`src/rtl/pipe_skid_reg_if.sv`:
```
// Handshake bundle for pipe_skid_reg: upstream valid/ready + fields,
// downstream valid/ready + fields, flush and perf/debug observation.
interface pipe_skid_reg_if #(
   parameter int CTRL_W = 16,
   parameter int DATA_W = 128,
   parameter int PC_W   = 64,
   parameter int CNT_W  = 16
);
   logic              in_valid;
   logic              in_ready;
   logic [CTRL_W-1:0] in_ctrl;
   logic [DATA_W-1:0] in_data;
   logic [PC_W-1:0]   in_pc;
   logic              flush;
   logic              out_valid;
   logic              out_ready;
   logic [CTRL_W-1:0] out_ctrl;
   logic [DATA_W-1:0] out_data;
   logic [PC_W-1:0]   out_pc;
   logic [1:0]        occupancy;
   logic [CNT_W-1:0]  bp_cnt;

   modport slave (
      input  in_valid, in_ctrl, in_data, in_pc, flush, out_ready,
      output in_ready, out_valid, out_ctrl, out_data, out_pc, occupancy, bp_cnt
   );

   modport master (
      output in_valid, in_ctrl, in_data, in_pc, flush, out_ready,
      input  in_ready, out_valid, out_ctrl, out_data, out_pc, occupancy, bp_cnt
   );
endinterface

```
`src/rtl/pipe_skid_reg.sv`:
```
// Inter-stage pipeline register with a one-entry skid buffer behind a valid/ready handshake.
// Bubbles zero ctrl/pc but keep the payload; flush discards everything held or arriving.
module pipe_skid_reg #(
   parameter int CTRL_W = 16,
   parameter int DATA_W = 128,
   parameter int PC_W   = 64,
   parameter int CNT_W  = 16
) (
   input  logic           clk,
   input  logic           rst,
   pipe_skid_reg_if.slave bus
);
   typedef enum logic [1:0] {
      ST_EMPTY = 2'd0,
      ST_MAIN  = 2'd1,
      ST_FULL  = 2'd2
   } state_t;

   localparam logic [CNT_W-1:0] BP_MAX = '1;

   state_t            state_q, state_d;
   logic              in_ready_q;
   logic              out_valid_q;
   logic              accept;
   logic              drain;

   logic              ld_main_in;
   logic              ld_main_skid;
   logic              ld_skid;
   logic              bubble_main;
   logic              clr_skid;

   logic [CTRL_W-1:0] main_ctrl_q, skid_ctrl_q;
   logic [DATA_W-1:0] main_data_q, skid_data_q;
   logic [PC_W-1:0]   main_pc_q,   skid_pc_q;
   logic [CNT_W-1:0]  bp_cnt_q,    bp_cnt_d;

   assign accept = bus.in_valid & in_ready_q;
   assign drain  = out_valid_q & bus.out_ready;

   // Handshake flags are registered from state_d so both ready and valid leave flops.
   always_ff @(posedge clk) begin
      if (rst) begin
         state_q     <= ST_EMPTY;
         in_ready_q  <= 1'b1;
         out_valid_q <= 1'b0;
      end else begin
         state_q     <= state_d;
         in_ready_q  <= (state_d != ST_FULL);
         out_valid_q <= (state_d != ST_EMPTY);
      end
   end

   always_comb begin
      state_d = state_q;
      if (bus.flush) begin
         state_d = ST_EMPTY;
      end else begin
         case (state_q)
            ST_EMPTY: if (accept) state_d = ST_MAIN;
            ST_MAIN: begin
               if (accept && !drain)      state_d = ST_FULL;
               else if (!accept && drain) state_d = ST_EMPTY;
            end
            ST_FULL:  if (drain) state_d = ST_MAIN;
            default:  state_d = ST_EMPTY;
         endcase
      end
   end

   always_comb begin
      ld_main_in   = 1'b0;
      ld_main_skid = 1'b0;
      ld_skid      = 1'b0;
      bubble_main  = 1'b0;
      clr_skid     = 1'b0;
      if (bus.flush) begin
         bubble_main = 1'b1;
         clr_skid    = 1'b1;
      end else begin
         case (state_q)
            ST_EMPTY: ld_main_in = accept;
            ST_MAIN: begin
               ld_main_in  = accept & drain;
               ld_skid     = accept & ~drain;
               bubble_main = ~accept & drain;
            end
            ST_FULL: begin
               ld_main_skid = drain;
               clr_skid     = drain;
            end
            default: bubble_main = 1'b1;
         endcase
      end
   end

   always_ff @(posedge clk) begin
      if (rst) begin
         main_ctrl_q <= '0;
         main_data_q <= '0;
         main_pc_q   <= '0;
      end else if (bubble_main) begin
         main_ctrl_q <= '0;
         main_pc_q   <= '0;
      end else if (ld_main_in) begin
         main_ctrl_q <= bus.in_ctrl;
         main_data_q <= bus.in_data;
         main_pc_q   <= bus.in_pc;
      end else if (ld_main_skid) begin
         main_ctrl_q <= skid_ctrl_q;
         main_data_q <= skid_data_q;
         main_pc_q   <= skid_pc_q;
      end
   end

   always_ff @(posedge clk) begin
      if (rst) begin
         skid_ctrl_q <= '0;
         skid_data_q <= '0;
         skid_pc_q   <= '0;
      end else if (ld_skid) begin
         skid_ctrl_q <= bus.in_ctrl;
         skid_data_q <= bus.in_data;
         skid_pc_q   <= bus.in_pc;
      end else if (clr_skid) begin
         skid_ctrl_q <= '0;
         skid_pc_q   <= '0;
      end
   end

   // Stall counter deliberately ignores flush; only reset clears it.
   always_comb begin
      bp_cnt_d = bp_cnt_q;
      if (out_valid_q && !bus.out_ready && (bp_cnt_q != BP_MAX))
         bp_cnt_d = bp_cnt_q + CNT_W'(1);
   end

   always_ff @(posedge clk) begin
      if (rst) bp_cnt_q <= '0;
      else     bp_cnt_q <= bp_cnt_d;
   end

   assign bus.in_ready  = in_ready_q;
   assign bus.out_valid = out_valid_q;
   assign bus.out_ctrl  = main_ctrl_q;
   assign bus.out_data  = main_data_q;
   assign bus.out_pc    = main_pc_q;
   assign bus.occupancy = state_q;
   assign bus.bp_cnt    = bp_cnt_q;
endmodule

```
`src/flat_wrapper.sv`:
```
// flat-port wrapper written by rule: the top's interface ports become plain ports
module pipe_skid_reg_flat 
#(
   parameter int CTRL_W = 16,
   parameter int DATA_W = 128,
   parameter int PC_W   = 64,
   parameter int CNT_W  = 16
)
  (clk, rst, bus_in_valid, bus_in_ctrl, bus_in_data, bus_in_pc, bus_flush, bus_out_ready, bus_in_ready, bus_out_valid, bus_out_ctrl, bus_out_data, bus_out_pc, bus_occupancy, bus_bp_cnt);
  pipe_skid_reg_if #(.CTRL_W(CTRL_W), .DATA_W(DATA_W), .PC_W(PC_W), .CNT_W(CNT_W)) bus_i ();
  input  logic clk;
  input  logic rst;
  input wire logic [$bits(bus_i.in_valid)-1:0] bus_in_valid;
  input wire logic [$bits(bus_i.in_ctrl)-1:0] bus_in_ctrl;
  input wire logic [$bits(bus_i.in_data)-1:0] bus_in_data;
  input wire logic [$bits(bus_i.in_pc)-1:0] bus_in_pc;
  input wire logic [$bits(bus_i.flush)-1:0] bus_flush;
  input wire logic [$bits(bus_i.out_ready)-1:0] bus_out_ready;
  output wire logic [$bits(bus_i.in_ready)-1:0] bus_in_ready;
  output wire logic [$bits(bus_i.out_valid)-1:0] bus_out_valid;
  output wire logic [$bits(bus_i.out_ctrl)-1:0] bus_out_ctrl;
  output wire logic [$bits(bus_i.out_data)-1:0] bus_out_data;
  output wire logic [$bits(bus_i.out_pc)-1:0] bus_out_pc;
  output wire logic [$bits(bus_i.occupancy)-1:0] bus_occupancy;
  output wire logic [$bits(bus_i.bp_cnt)-1:0] bus_bp_cnt;
  assign bus_i.in_valid = bus_in_valid;
  assign bus_i.in_ctrl = bus_in_ctrl;
  assign bus_i.in_data = bus_in_data;
  assign bus_i.in_pc = bus_in_pc;
  assign bus_i.flush = bus_flush;
  assign bus_i.out_ready = bus_out_ready;
  assign bus_in_ready = bus_i.in_ready;
  assign bus_out_valid = bus_i.out_valid;
  assign bus_out_ctrl = bus_i.out_ctrl;
  assign bus_out_data = bus_i.out_data;
  assign bus_out_pc = bus_i.out_pc;
  assign bus_occupancy = bus_i.occupancy;
  assign bus_bp_cnt = bus_i.bp_cnt;
  pipe_skid_reg #(.CTRL_W(CTRL_W), .DATA_W(DATA_W), .PC_W(PC_W), .CNT_W(CNT_W)) u_core (.clk(clk), .rst(rst), .bus(bus_i));
endmodule
```
`config.mk`:
```
export PLATFORM = sky130hd
export DESIGN_NAME = pipe_skid_reg_flat
export DESIGN_NICKNAME = d
export VERILOG_FILES = /design/src/rtl/pipe_skid_reg_if.sv /design/src/rtl/pipe_skid_reg.sv /design/src/flat_wrapper.sv
export SDC_FILE = /design/constraint.sdc
export NUM_CORES = 1
export LEC_CHECK = 0
export ABC_AREA = 0
export BUFFER_PORTS_ARGS = -buffer_cell sky130_fd_sc_hd__buf_2
export CORE_MARGIN = 10
export CORE_UTILIZATION = 50
export DETAILED_ROUTE_END_ITERATION = 16
export PLACE_DENSITY = 0.84
export SYNTH_ARGS = -nofsm -noshare
export SYNTH_HDL_FRONTEND = slang
export SYNTH_SLANG_ARGS = --single-unit
```
`constraint.sdc`:
```
create_clock -name clk -period 2.43 [get_ports clk]
set_input_delay 0.729 -clock clk [delete_from_list [all_inputs] [get_ports clk]]
set_output_delay 0.729 -clock clk [all_outputs]
set_load 0.03 [all_outputs]
```
Word-level counts from Yosys, hierarchy flattened
Index checks and enable logic that the tools add are counted.
Widths: inputs -> output; s select.
{"block": "op_classes", "add_sub_neg": 1, "mul": 0, "div": 0, "n_lt_le_gt_ge": 0, "n_eq_ne": 4, "shifts": 0, "muxes": 25, "bitwise": 8, "reduce_logical": 14}
{"cell": "$mux 128", "n": 2}
{"cell": "$mux 64", "n": 4}
{"cell": "$mux 16", "n": 4}
{"cell": "$add 16x1->16 const B", "n": 1}
{"cell": "$ne 16x16->1 const B", "n": 1}
{"cell": "$mux 2", "n": 5}
{"cell": "$mux 1", "n": 7}
{"cell": "$pmux 2 s3", "n": 1}
{"cell": "$reduce_bool 2->1", "n": 3}
{"cell": "$and 1x1->1", "n": 5}
{"cell": "$logic_and 1x1->1", "n": 4}
{"cell": "$pmux 1 s2", "n": 2}
{"cell": "$reduce_or 2->1", "n": 2}
{"cell": "$logic_not 1->1", "n": 3}
{"cell": "$not 1->1", "n": 3}
{"cell": "$eq 2x1->1 const B", "n": 1}
{"cell": "$eq 2x2->1 const B", "n": 1}
{"cell": "$logic_not 2->1", "n": 1}
{"cell": "$ne 2x2->1 const B", "n": 1}
{"cell": "$reduce_and 2->1", "n": 1}
{"block": "totals", "ff_bits": 436, "latchBits": 0, "ram_bits": 0, "mem_bits_ro": 0, "output_inout_bits": 228, "word_cells": 62, "n_memories": 0}

Longest topological paths before layout
{"block": "logic_depth", "depth_word": 8, "depth_mapped": 8}

Worst setup path after synthesis
No wires, ideal clock.
{"block": "synth_path", "kind": "input to register", "from": "in bus_flush", "to": "reg u_core.main_pc_q[23], in the netlist u_core.bus.out_pc[23]", "arrival_ns": 1.937, "path_slack_ns": 0.356, "path_stages": 8, "cell_sequence": "clkbuf_1 inv_1 nand3_1 buf_4 buf_12 buf_6 clkbuf_1 a211oi_1"}
{"block": "synth_via", "elab_chain_cells": 2, "word_cells_on_any_way": 6, "classes_between": "4 x mux; 2 x reduce/logical"}
{"element": "start, declared", "line_no": "flat_wrapper.sv:17", "text": "input wire logic [$bits(bus_i.flush)-1:0] bus_flush;"}
{"element": "$mux 1", "line_no": "pipe_skid_reg.sv:77", "text": "if (bus.flush) begin"}
{"element": "$mux 64, or another cell as far along", "line_no": "pipe_skid_reg.sv:105", "text": "end else if (ld_main_in) begin"}
{"element": "end signal, assigned", "line_no": "pipe_skid_reg.sv:108", "text": "main_pc_q <= bus.in_pc;"}
{"element": "end signal, assigned", "line_no": "pipe_skid_reg.sv:112", "text": "main_pc_q <= skid_pc_q;"}
{"element": "end, declared", "line_no": "pipe_skid_reg.sv:35", "text": "logic [PC_W-1:0] main_pc_q, skid_pc_q;"}
Parallel ways exist; a longest one is shown, timed or not.
A chain may end at the register's enable or synchronous reset.

Final worst setup path
{"block": "layout_path", "from": "reg u_core.state_q[0], in the netlist u_core.bus.occupancy[0]", "to": "out bus_occupancy[0]"}
{"element": "start, declared", "line_no": "pipe_skid_reg.sv:21", "text": "state_t state_q, state_d;"}
{"element": "start signal, assigned", "line_no": "pipe_skid_reg.sv:48", "text": "state_q <= state_d;"}
{"element": "end, declared", "line_no": "flat_wrapper.sv:24", "text": "output wire logic [$bits(bus_i.occupancy)-1:0] bus_occupancy;"}
No word-level cell between the ends.

==> results.yml <==
logic_synthesis:
  synth.top_cell.area_share_pct: 49.75
  syn_avg_cell_area_um2: 9.278
  yosys.area.top_type: "dfxtp_1"
  syn-cell-area_mm2: 0.01754
  synth_cells: 1891
  synth_edf_count: 0
  synth_nets: 2105
  synth-seq-cells: 436
  synthArstFlopShare_pct: 0
  ys_seq_area_share_pct: 49.75
  synth_warnings: 0
  ys_dominant_reg_cell: "dfxtp_1"
  ys_top_cells_by_area: "dfxtp_1 (50%), mux2i_1 (12%), nor2_1 (6.4%)"
  post_synth_num_cell_types: 48
placed_design:
  gp_congestion: 0.8741
  place_inst: 2686
  dp_hpwl_um: 38510
  port_buffers: 440
  dp_slack_ps: -1.162
  dpl-instance-area_mm2: 0.02053
sta:
  clock_skew_ps: 8.295
  worst_pin_slew_ps: 742.3
  max_slew_margin_pct: 50.51
  final.setup.worst_slack_ps: 320.0
  slew_violations: 0
  hold_viol_final: 0
  setup_viol: 0
  fmax_ghz: 0.4739
  setup_tns_ps: 0
  fin_crit_sh_pct: 86.83
  grt_setup_unrepaired: "false"
  post-route-min-period_ps: 2110
power:
  pwr-share-clk_pct: 41.2
  power_uw: 16320
  leakage_uw: 0.009229
  p_sw_share_pct: 26.46
  powerDensity_mw_per_mm2: 743.6
  power_frac_comb_pct: 12.5
  vdd.ir_drop.worst_mv: 0.5879
  seqPwrFrac_pct: 46.4
  internal_power_uw: 12010
  p_sw_uw: 4319
setup_path:
  path_max_fanout: 6
  cpMaxStageDelayCell: "dfxtp_1"
  cp.required_ps: 1700
  max_stage_delay_ps: 400
  setup.worst_path.start_class: "flop"
  endpoint_kind: "output pin"
  critPathKind: "flop to output pin"
  path_cells: "buf_4 > buf_2"
  cp.arrival_ps: 1380
final_layout:
  areaGrowthSynthToFinish_pct: 25.12
  postLayoutCellArea_mm2: 0.02195
  fin_nets: 2492
  final_cells: 2763
  drive_gt1_share_pct: 26.96
route:
  drt-pass1-iter-count: 6
  avgViaCountPerCell: 5.928
  wl_per_cell_um: 20.08
  ant_nets: 0
  vias: 16380
  drt_wl_total_um: 55480
  drt_iter0_markers: 1245
  drc: 0
grt:
  grt_max_degree: 160
  grt_pass1_wl_um: 87600
  grt-ovfl-total: 0
  use_met2_pct: 40.65
  met3_usage_pct: 5.791
  busiest_layer: "met2"
  grt_pass1_vias: 16220
  antenna_found_initial: 4
  grt_usage_pct: 24.06
  grt_util_met1_pct: 28.44
clock_network:
  cts.sinks: 436
  clk_path_buf_depth: 3
  holdBufCountCts: 0
  root_buffer: "clkbuf_16"
  cts_buffers: 45
  htreeDepth: 2
  cts_resized: 0
  clkTransAtPathRegs_ps: 60
  cts_setup_buffers: 0
  cts_tree: "yes"
  clk_latency_ps: 540
floorplan:
  die_y_um: 207.3
  die_w_um: 207.3
  ioPinCount: 441
  rows: 68
  initial_core_util_pct: 50.79
  die_area_mm2: 0.04298
  core_mm2: 0.03454
hold_path:
  hp-class: "primary input to flop"
outcome:
  status: "completed"
flow_run:
  maxCapViolCount: 0
-- registers in the layout, summed over array words and instances (netlist names) --
register and count:
u_core.skid_ctrl_q 16, u_core.bus.out_data 128, u_core.bus.in_ready 1, u_core.bus.out_pc 64, u_core.bus.occupancy 2, u_core.bus.out_ctrl 16, u_core.bus.bp_cnt 16, u_core.bus.out_valid 1
u_core.skid_data_q 128, u_core.skid_pc_q 64
-- cell usage in the layout (no fill, tap or decap), types with 6 or more instances in the layout --
| cell type | count |
|---|---|
| clkinv_2 | 6 |
| a211oi_1 | 81 |
| a21oi_1 | 141 |
| clkbuf_8 | 9 |
| o31ai_1 | 6 |
| or4_1 | 6 |
| nand2_1 | 264 |
| buf_2 | 439 |
| buf_4 | 48 |
| dfxtp_1 | 436 |
| a22oi_1 | 80 |
| nor2_1 | 297 |
| buf_12 | 33 |
| a221oi_1 | 110 |
| clkbuf_1 | 9 |
| mux2i_1 | 211 |
| clkbuf_16 | 45 |
| a221oi_2 | 18 |
-- power groups by stage --
stage               clock network, uW  registers (uW)  logic [uW]
floorplan                           0            8080         841
global placement                    0            7710        1970
detailed placement                  0            7710        2020
CTS                              6800            7560        2030
global route                     7100            7580        2170
finish                           6720            7570        2030
-- logic make-up (layout without fill, tap and decap cells) --
family,after synthesis,count (layout),share of synthesized area (%)
adders and majority gates,1,1,0.07131
DFF,436,436,49.75
and+or+nand+nor,605,605,13.88
AOI/OAI and AO/OA,450,450,18.86
buffers and inverters,185,601,5.213
other,0,1,0
muxes,214,214,12.23
-- synthesized netlist by cell type, types with 5 or more instances --
cell type / number
buf_2: 65
nor2_1: 297
clkbuf_1: 97
o31ai_1: 7
dfxtp_1: 436
nand3_1: 6
buf_12: 6
a221oi_2: 19
mux2i_1: 211
nand2_1: 264
a211oi_1: 81
a21oi_1: 141
a22oi_1: 80
or4_1: 6
a221oi_1: 110
nor2b_1: 5
buf_4: 9
-- routing by layer --
layer,vias up,share of wire [%]
met5,-,0.063
met4,6,4.0
met3,156,8.2
met2,832,49
met1,7861,38
li1,7524,-
-- cell type report --
cell class,instances,area [um^2]
Multi-Input combinational cell,1270,7986
Inverter,4,15.01
Sequential cell,436,8728
Clock buffer,63,1284
Timing Repair Buffer,521,3233
Fill cell,2678,12590
Tap cell,455,569.3
Clock inverter,13,132.6
Antenna cell,1,2.502
-- path summary, 6_finish.rpt --
check | startpoint | endpoint | slack [ps] | cells past startpoint
worst max-delay path | u_core.bus.occupancy[0]$_SDFF_PP0_ | bus_occupancy[0] | 320 | 2
worst max register to register | u_core.bus.out_valid$_SDFF_PP0_ | u_core.bus.out_data[81]$_SDFFE_PP0P_ | 410 | 6
worst min-delay path | bus_in_data[67] | u_core.skid_data_q[67]$_SDFFE_PP0P_ | 430 | 3
worst min register to register | u_core.skid_data_q[38]$_SDFFE_PP0P_ | u_core.skid_data_q[38]$_SDFFE_PP0P_ | 450 | 2
-- metrics by stage --
step | util, % | hold slack [ps]
2_1_floorplan | - | 436.0
3_3_place_gp | 59.44 | 440.5
3_5_place_dp | 59.44 | 446.7
4_1_cts | 63.54 | 405.7
5_1_grt | 63.55 | 416.4
6_report | 63.55 | 428.4
-- critical path: cells and delay by family, from the launching register on --
family / cells / cell delay, ps
buffers and inverters: 2 / 430
flip-flops: 1 / 400
Power figures use the tool's default switching activity.
